==> src/rtl/glb_cgra_cfg_bridge.sv <==
// Per-PRR configuration bridge: retimes GLB config writes/reads toward one PRR,
// returns latency-matched read data, flags read/write collisions and counts writes.
module glb_cgra_cfg_bridge #(
   parameter int ADDR_WIDTH = 32,
   parameter int DATA_WIDTH = 32,
   parameter int PIPE_DEPTH = 2,
   parameter int RD_LATENCY = 1,
   parameter int CNT_WIDTH  = 16
) (
   input  logic                  clk,
   input  logic                  reset,
   input  logic                  glb_cfg_wr_en,
   input  logic                  glb_cfg_rd_en,
   input  logic [ADDR_WIDTH-1:0] glb_cfg_addr,
   input  logic [DATA_WIDTH-1:0] glb_cfg_wr_data,
   output logic [DATA_WIDTH-1:0] glb_cfg_rd_data,
   output logic                  glb_cfg_rd_data_valid,
   output logic                  glb_cfg_busy,
   output logic                  cgra_cfg_wr_en,
   output logic [ADDR_WIDTH-1:0] cgra_cfg_wr_addr,
   output logic [DATA_WIDTH-1:0] cgra_cfg_wr_data,
   output logic                  cgra_cfg_rd_en,
   output logic [ADDR_WIDTH-1:0] cgra_cfg_rd_addr,
   input  logic [DATA_WIDTH-1:0] cgra_cfg_rd_data,
   input  logic                  err_clr,
   output logic                  err_collision,
   output logic [CNT_WIDTH-1:0]  wr_count
);

   localparam int TAG_LEN = PIPE_DEPTH + RD_LATENCY;

   logic                  req_wr, req_rd, collision;
   logic [PIPE_DEPTH:0]   wr_in, rd_in;
   logic [TAG_LEN:0]      tag_in;
   logic [ADDR_WIDTH-1:0] addr_in [PIPE_DEPTH+1];
   logic [DATA_WIDTH-1:0] data_in [PIPE_DEPTH+1];

   logic [PIPE_DEPTH-1:0] wr_v_d, wr_v_q;
   logic [PIPE_DEPTH-1:0] rd_v_d, rd_v_q;
   logic [ADDR_WIDTH-1:0] addr_d [PIPE_DEPTH];
   logic [ADDR_WIDTH-1:0] addr_q [PIPE_DEPTH];
   logic [DATA_WIDTH-1:0] data_d [PIPE_DEPTH];
   logic [DATA_WIDTH-1:0] data_q [PIPE_DEPTH];
   logic [TAG_LEN-1:0]    tag_d, tag_q;
   logic [DATA_WIDTH-1:0] rd_data_d, rd_data_q;
   logic                  rd_valid_d, rd_valid_q;
   logic                  busy_d, busy_q;
   logic                  err_d, err_q;
   logic [CNT_WIDTH-1:0]  cnt_d, cnt_q;

   // A simultaneous read and write is illegal; both are dropped.
   always_comb begin
      req_wr    = glb_cfg_wr_en & ~glb_cfg_rd_en;
      req_rd    = glb_cfg_rd_en & ~glb_cfg_wr_en;
      collision = glb_cfg_wr_en & glb_cfg_rd_en;

      wr_in      = {wr_v_q, req_wr};
      rd_in      = {rd_v_q, req_rd};
      tag_in     = {tag_q, req_rd};
      addr_in[0] = glb_cfg_addr;
      data_in[0] = glb_cfg_wr_data;
      for (int i = 0; i < PIPE_DEPTH; i++) begin
         addr_in[i+1] = addr_q[i];
         data_in[i+1] = data_q[i];
      end

      wr_v_d = wr_in[PIPE_DEPTH-1:0];
      rd_v_d = rd_in[PIPE_DEPTH-1:0];
      for (int i = 0; i < PIPE_DEPTH; i++) begin
         addr_d[i] = (wr_in[i] | rd_in[i]) ? addr_in[i] : addr_q[i];
         data_d[i] = wr_in[i] ? data_in[i] : data_q[i];
      end

      tag_d      = tag_in[TAG_LEN-1:0];
      busy_d     = |tag_d;
      rd_valid_d = tag_q[TAG_LEN-1];
      rd_data_d  = tag_q[TAG_LEN-1] ? cgra_cfg_rd_data : rd_data_q;

      if (collision)
         err_d = 1'b1;
      else if (err_clr)
         err_d = 1'b0;
      else
         err_d = err_q;

      cnt_d = cnt_q;
      if (wr_v_q[PIPE_DEPTH-1] && (cnt_q != {CNT_WIDTH{1'b1}}))
         cnt_d = cnt_q + CNT_WIDTH'(1);
   end

   always_ff @(posedge clk) begin
      if (reset) begin
         wr_v_q     <= '0;
         rd_v_q     <= '0;
         tag_q      <= '0;
         rd_data_q  <= '0;
         rd_valid_q <= 1'b0;
         busy_q     <= 1'b0;
         err_q      <= 1'b0;
         cnt_q      <= '0;
         for (int i = 0; i < PIPE_DEPTH; i++) begin
            addr_q[i] <= '0;
            data_q[i] <= '0;
         end
      end else begin
         wr_v_q     <= wr_v_d;
         rd_v_q     <= rd_v_d;
         tag_q      <= tag_d;
         rd_data_q  <= rd_data_d;
         rd_valid_q <= rd_valid_d;
         busy_q     <= busy_d;
         err_q      <= err_d;
         cnt_q      <= cnt_d;
         for (int i = 0; i < PIPE_DEPTH; i++) begin
            addr_q[i] <= addr_d[i];
            data_q[i] <= data_d[i];
         end
      end
   end

   assign cgra_cfg_wr_en        = wr_v_q[PIPE_DEPTH-1];
   assign cgra_cfg_wr_addr      = addr_q[PIPE_DEPTH-1];
   assign cgra_cfg_wr_data      = data_q[PIPE_DEPTH-1];
   assign cgra_cfg_rd_en        = rd_v_q[PIPE_DEPTH-1];
   assign cgra_cfg_rd_addr      = addr_q[PIPE_DEPTH-1];
   assign glb_cfg_rd_data       = rd_data_q;
   assign glb_cfg_rd_data_valid = rd_valid_q;
   assign glb_cfg_busy          = busy_q;
   assign err_collision         = err_q;
   assign wr_count              = cnt_q;

endmodule

==> config.mk <==
export PLATFORM = sky130hd
export DESIGN_NAME = glb_cgra_cfg_bridge
export DESIGN_NICKNAME = d
export VERILOG_FILES = /design/src/rtl/glb_cgra_cfg_bridge.sv
export SDC_FILE = /design/constraint.sdc
export NUM_CORES = 1
export LEC_CHECK = 0
export CORE_MARGIN = 5
export CORE_UTILIZATION = 44
export CTS_CLUSTER_DIAMETER = 200
export CTS_CLUSTER_SIZE = 30
export DETAILED_ROUTE_END_ITERATION = 6
export PLACE_DENSITY_LB_ADDON = 0.05
export SETUP_SLACK_MARGIN = 0.4
export SLEW_MARGIN = 0
export SYNTH_ARGS = -nofsm -noshare
export SYNTH_HDL_FRONTEND = slang
export SYNTH_SLANG_ARGS = --single-unit
==> constraint.sdc <==
create_clock -name clk -period 2.02 [get_ports clk]
set_input_delay 0.404 -clock clk [delete_from_list [all_inputs] [get_ports clk]]
set_output_delay 0.404 -clock clk [all_outputs]
set_load 0.01 [all_outputs]
=== After elaboration in Yosys (flattened, before gate mapping) ===
Memory sizes are Yosys's and may differ from the RTL's.
Index checks and enable logic that the tools add are counted.

* Muxes and demuxes: 13
* Reduce and logical (&&, ||, !) cells: 3
* Add/sub/neg operators: 1
* Equal/unequal tests: 1
* Bitwise gates (word level): 11

{| class="wikitable"
|+ Operators with widths
! kind !! count
|-
| 32-bit 2-to-1 mux || 8
|-
| 16-bit by 1-bit adder with 16-bit output, second input constant || 1
|-
| 16-bit != test, second input constant || 1
|-
| 1-bit OR || 6
|-
| 1-bit 2-to-1 mux || 5
|-
| 1-bit AND || 3
|-
| 3-bit OR reduction || 1
|-
| 1-bit inverter || 2
|-
| 2-bit nonzero test || 1
|-
| 1-bit logical AND || 1
|}

* Memory bits (writable): 128
* Word-level logic and storage cells: 39
* Output and inout bits: 149
* Memories kept: 2
* Register bits after elaboration: 58

{| class="wikitable"
|+ Memories
! memory !! depth !! bits a word !! read ports !! clocked after memory_dff !! write ports !! RTL line !! RTL
|-
| addr_q || 2 || 32 || 2 || 0 || 2 || 41 || <nowiki>logic [ADDR_WIDTH-1:0] addr_q [PIPE_DEPTH];</nowiki>
|-
| data_q || 2 || 32 || 2 || 0 || 2 || 43 || <nowiki>logic [DATA_WIDTH-1:0] data_q [PIPE_DEPTH];</nowiki>
|}

=== Depth between registers and ports, before layout ===
* Depth in word-level cells: 5
* Gate-level depth with buffers: 6
* Depth with buffers taken out: 5

=== Worst setup path after synthesis ===
No wires, ideal clock.

* Path kind: register to register
* Start point: reg cnt_q[0] (netlist: wr_count[0])
* End point: reg cnt_q[2] (netlist: wr_count[2])
* Path slack: 264 ps
* Stages on the path, launching flop included: 6
* Data required time: 1897 ps
* Path buffers: 0
* Arrival time: 1632 ps
* Cell sequence: dfxtp_1 -> ha_1 -> nand3_1 -> o41ai_4 -> nor2_2 -> mux2_1

* Longest elaborated chain between the ends: 2

{| class="wikitable"
|+ Ends and longest elaborated chain
! item !! RTL line !! RTL
|-
| start, declared || 49 || <nowiki>logic [CNT_WIDTH-1:0] cnt_d, cnt_q;</nowiki>
|-
| start signal, assigned || 113 || <nowiki>cnt_q <= cnt_d;</nowiki>
|-
| branches (longest 2 deep; another with 16-bit by 1-bit adder with 16-bit output) || n/a ||
|}

Several ways; the timed one is not identified.
A chain may end at the register's enable or synchronous reset.

=== Final worst setup path ===
* Start point: reg cnt_q[0] (netlist: wr_count[0])
* End point: out wr_count[0]

{| class="wikitable"
|+ RTL lines
! item !! RTL line !! RTL
|-
| end, declared || 27 || <nowiki>output logic [CNT_WIDTH-1:0] wr_count</nowiki>
|}

No word-level cell between the ends.

==> flow_metrics.tcl <==
set metrics [dict create \
    outcome "completed" \
    cp_data_required_time_ns 1.62 \
    clock_skew_ns 0.00551 \
    ys_warn_count 0 \
    antenna_found_initial 0 \
    rsz0062_at_grt "true" \
    period_needed_ns 1.62 \
    cts_inserted_buffers 17 \
    drc 0 \
    yosysTopAreaCellShare_pct 53.6 \
    finalCritPeriodShare_pct 80.0 \
    postRouteWirelength_um 17700 \
    fin_cells 1144 \
    endpoint "wr_count[0]" \
    place.port_buffers 249 \
    area_growth_pct 46.3 \
    finalMaxSlewViolations 0 \
    hold_path.class "in2reg" \
    synth_top_flop_cell "dfxtp_1" \
    initial_core_util_pct 45.1 \
    root_buffer "clkbuf_16" \
    yosys_register_bits 184 \
    die_x_um 135 \
    yosysTopAreaCell "dfxtp_1" \
    r2r_setup_slack_ns 0.42 \
    fin_ws_ns 0.405 \
    relSlewSlack_pct 58.7 \
    clkTransAtPathRegs_ns 0.06 \
    vdd_drop_max_mv 0.556 \
    multiInputGateArea_um2 2820 \
    synth.avg_cell_area_um2 9.81 \
    yosysSeqAreaShare_pct 53.6 \
    grt.total_usage_pct 18.9 \
    ios 250 \
    grt_pass1_vias 5510 \
    static-leakage-power_nw 4.55 \
    hold_viol 0 \
    clk_latency_ns 0.42 \
    synth_cell_types 34 \
    register_area_um2 3720 \
    rows 45 \
    dp_hpwl_um 12700 \
    r2r_cells 5 \
    syn_nets 806 \
    arrival_ns 1.21 \
    synthTopCellsByArea "dfxtp_1 54%, mux2i_1 19%, nor2_1 7.4%" \
    timing.rr.start "wr_count[3]$_SDFFE_PP0P_" \
    n_antenna_cell 0 \
    die_area_um2 18200 \
    tightest_slew_ns 0.620 \
    crit_path_max_fanout 3 \
    wl_per_cell_um 15.4 \
    startpoint "wr_count[0]$_SDFFE_PP0P_" \
    dp_slack_ns 0.0951 \
    max_cap_viol_count 0 \
    setup_violations 0 \
    syn_area_um2 6880 \
    first_pass_iters 4 \
    path_class "reg2out" \
    tns_ns 0 \
    antenna_left 0 \
    drtIter0Drc 218 \
    regToRegEndpoint "wr_count[2]$_SDFFE_PP0P_" \
    vias 5530 \
    die_h_um 135 \
    overflow 0 \
    avgViaCountPerCell 4.83 \
    fmax_mhz 619 \
    cp-start-kind "register" \
    nFillCells 1265 \
    nNetsFinal 1026 \
    cts_buffer_depth 2 \
    core_um2 15300 \
    synthArstFlopShare_pct 0 \
    h-tree-depth 4 \
    synth-edff-count 0 \
    powerDensity_nw_per_um2 802 \
    grt_max_degree 64 \
    cts_tree "yes" \
    endpoint_kind "primary output" \
    place_congestion 0.749 \
    drive_gt1_share_pct 9.97 \
    grt_pass1_wl_um 27800 \
    cts_sinks 184 \
    dp_cells 1100 \
    netlist_instances 701 \
]
worst max-delay path, stage by stage (launching register included):
cell and delay [ns]:
dfxtp_4 0.36, buf_4 0.15, dlygate4sd2_1 0.29
synthesized netlist by cell type (2+ instances only):
master / number
buf_1: 2
ha_1: 4
xor2_1: 2
inv_1: 5
nand3_1: 6
clkbuf_1: 30
mux2i_1: 130
a21oi_1: 42
buf_4: 32
o21ai_0: 4
a31oi_1: 2
nand4_2: 2
nor2_1: 136
dfxtp_1: 184
nand4_1: 4
and4_1: 2
or3_1: 6
or4_1: 4
nor2b_1: 7
o31ai_1: 5
and3_1: 2
buf_2: 11
nand2_1: 68
registers in the layout (all words and copies together), names as in the netlist:
name                   cells
err_collision              1
glb_cfg_busy               1
data_q                    64
rd_v_q                     1
addr_q                    64
glb_cfg_rd_data_valid      1
glb_cfg_rd_data           32
wr_v_q                     2
wr_count                  16
tag_q                      2
logic make-up after synthesis:
family / after synthesis / synth area share [%]
compound gates: 56 / 4.73
xor+xnor: 2 / 0.255
fa+ha+maj: 4 / 0.728
buf+inv: 81 / 6.48
flops: 184 / 53.6
mux: 131 / 19.1
simple gates: 243 / 15.2
per-stage QoR:
stage	hold slack, ns	util [%]	power (mW)	instance area (um2)
6_report	0.276	65.9	8.07	10100
5_1_grt	0.273	65.9	8.40	10100
4_1_cts	0.258	64.9	8.16	9910
3_5_place_dp	0.449	61.6	4.66	9400
3_3_place_gp	0.442	61.6	4.64	9400
2_1_floorplan	0.436	-	4.26	6880
per-layer routing:
layer,wire length (um),track usage (%),up-vias
li1,-,-,2759
met1,7140,21.5,2570
met2,8790,33.1,174
met3,1380,6.18,27
met4,362,7.22,0
met5,0,0,-
report_power, final:
part / internal (mW) / leakage, nW / total (mW) / switching (mW)
registers: 3.74 / 1.51 / 3.81 / 0.0680
logic: 0.402 / 2.75 / 0.719 / 0.316
clock network: 2.20 / 0.301 / 3.54 / 1.34
total: 6.34 / 4.55 / 8.07 / 1.73
cell type report:
| type | count | share of cell area (%) |
|---|---|---|
| multi-input combinational | 436 | 28.1 |
| sequential | 184 | 37.0 |
| tap | 211 | 2.63 |
| clock inverter | 11 | 1.95 |
| clock buffer | 20 | 4.34 |
| timing repair buffer | 277 | 25.8 |
| inverter | 5 | 0.187 |
repair_timing:
action / 4_1_cts / 5_1_grt
gates resized for setup: 164 / 21
hold buffers: 0 / 0
pin swaps: 1 / 6
setup buffers: 2 / 11
setup endpoints to repair: 164 / 17
how the worst min path moves through the flow:
stage	from	to	cells after the start
final	reset	glb_cfg_rd_data[6]$_SDFFE_PP0P_	2
after global routing	reset	glb_cfg_rd_data[8]$_SDFFE_PP0P_	2
after CTS	reset	glb_cfg_rd_data[6]$_SDFFE_PP0P_	2
after detailed placement	addr_q[0][2]$_SDFFE_PP0P_	addr_q[0][34]$_SDFFE_PP0P_	2
after global placement	addr_q[0][22]$_SDFFE_PP0P_	addr_q[0][54]$_SDFFE_PP0P_	2
after floorplan	addr_q[0][0]$_SDFFE_PP0P_	addr_q[0][32]$_SDFFE_PP0P_	2
cells in the final DEF (no fill, tap or decap), types with 2 or more instances in the layout:
master,count
mux2i_1,130
buf_12,6
dfxtp_1,166
bufinv_16,5
inv_1,5
a31oi_1,2
xor2_1,2
dfxtp_2,11
clkbuf_1,3
nand3_1,5
nand4_4,2
clkbuf_16,17
nor2_2,2
clkdlybuf4s50_1,99
nor2b_1,7
clkinvlp_4,2
nand4_1,4
dlygate4sd2_1,147
dfxtp_4,7
inv_6,2
a21oi_1,42
or3_1,6
o31ai_1,5
nand2_1,68
ha_2,2
buf_4,23
o21ai_0,4
or4_1,4
nor2_1,135
No activity file was read; power rests on OpenSTA's default activity.
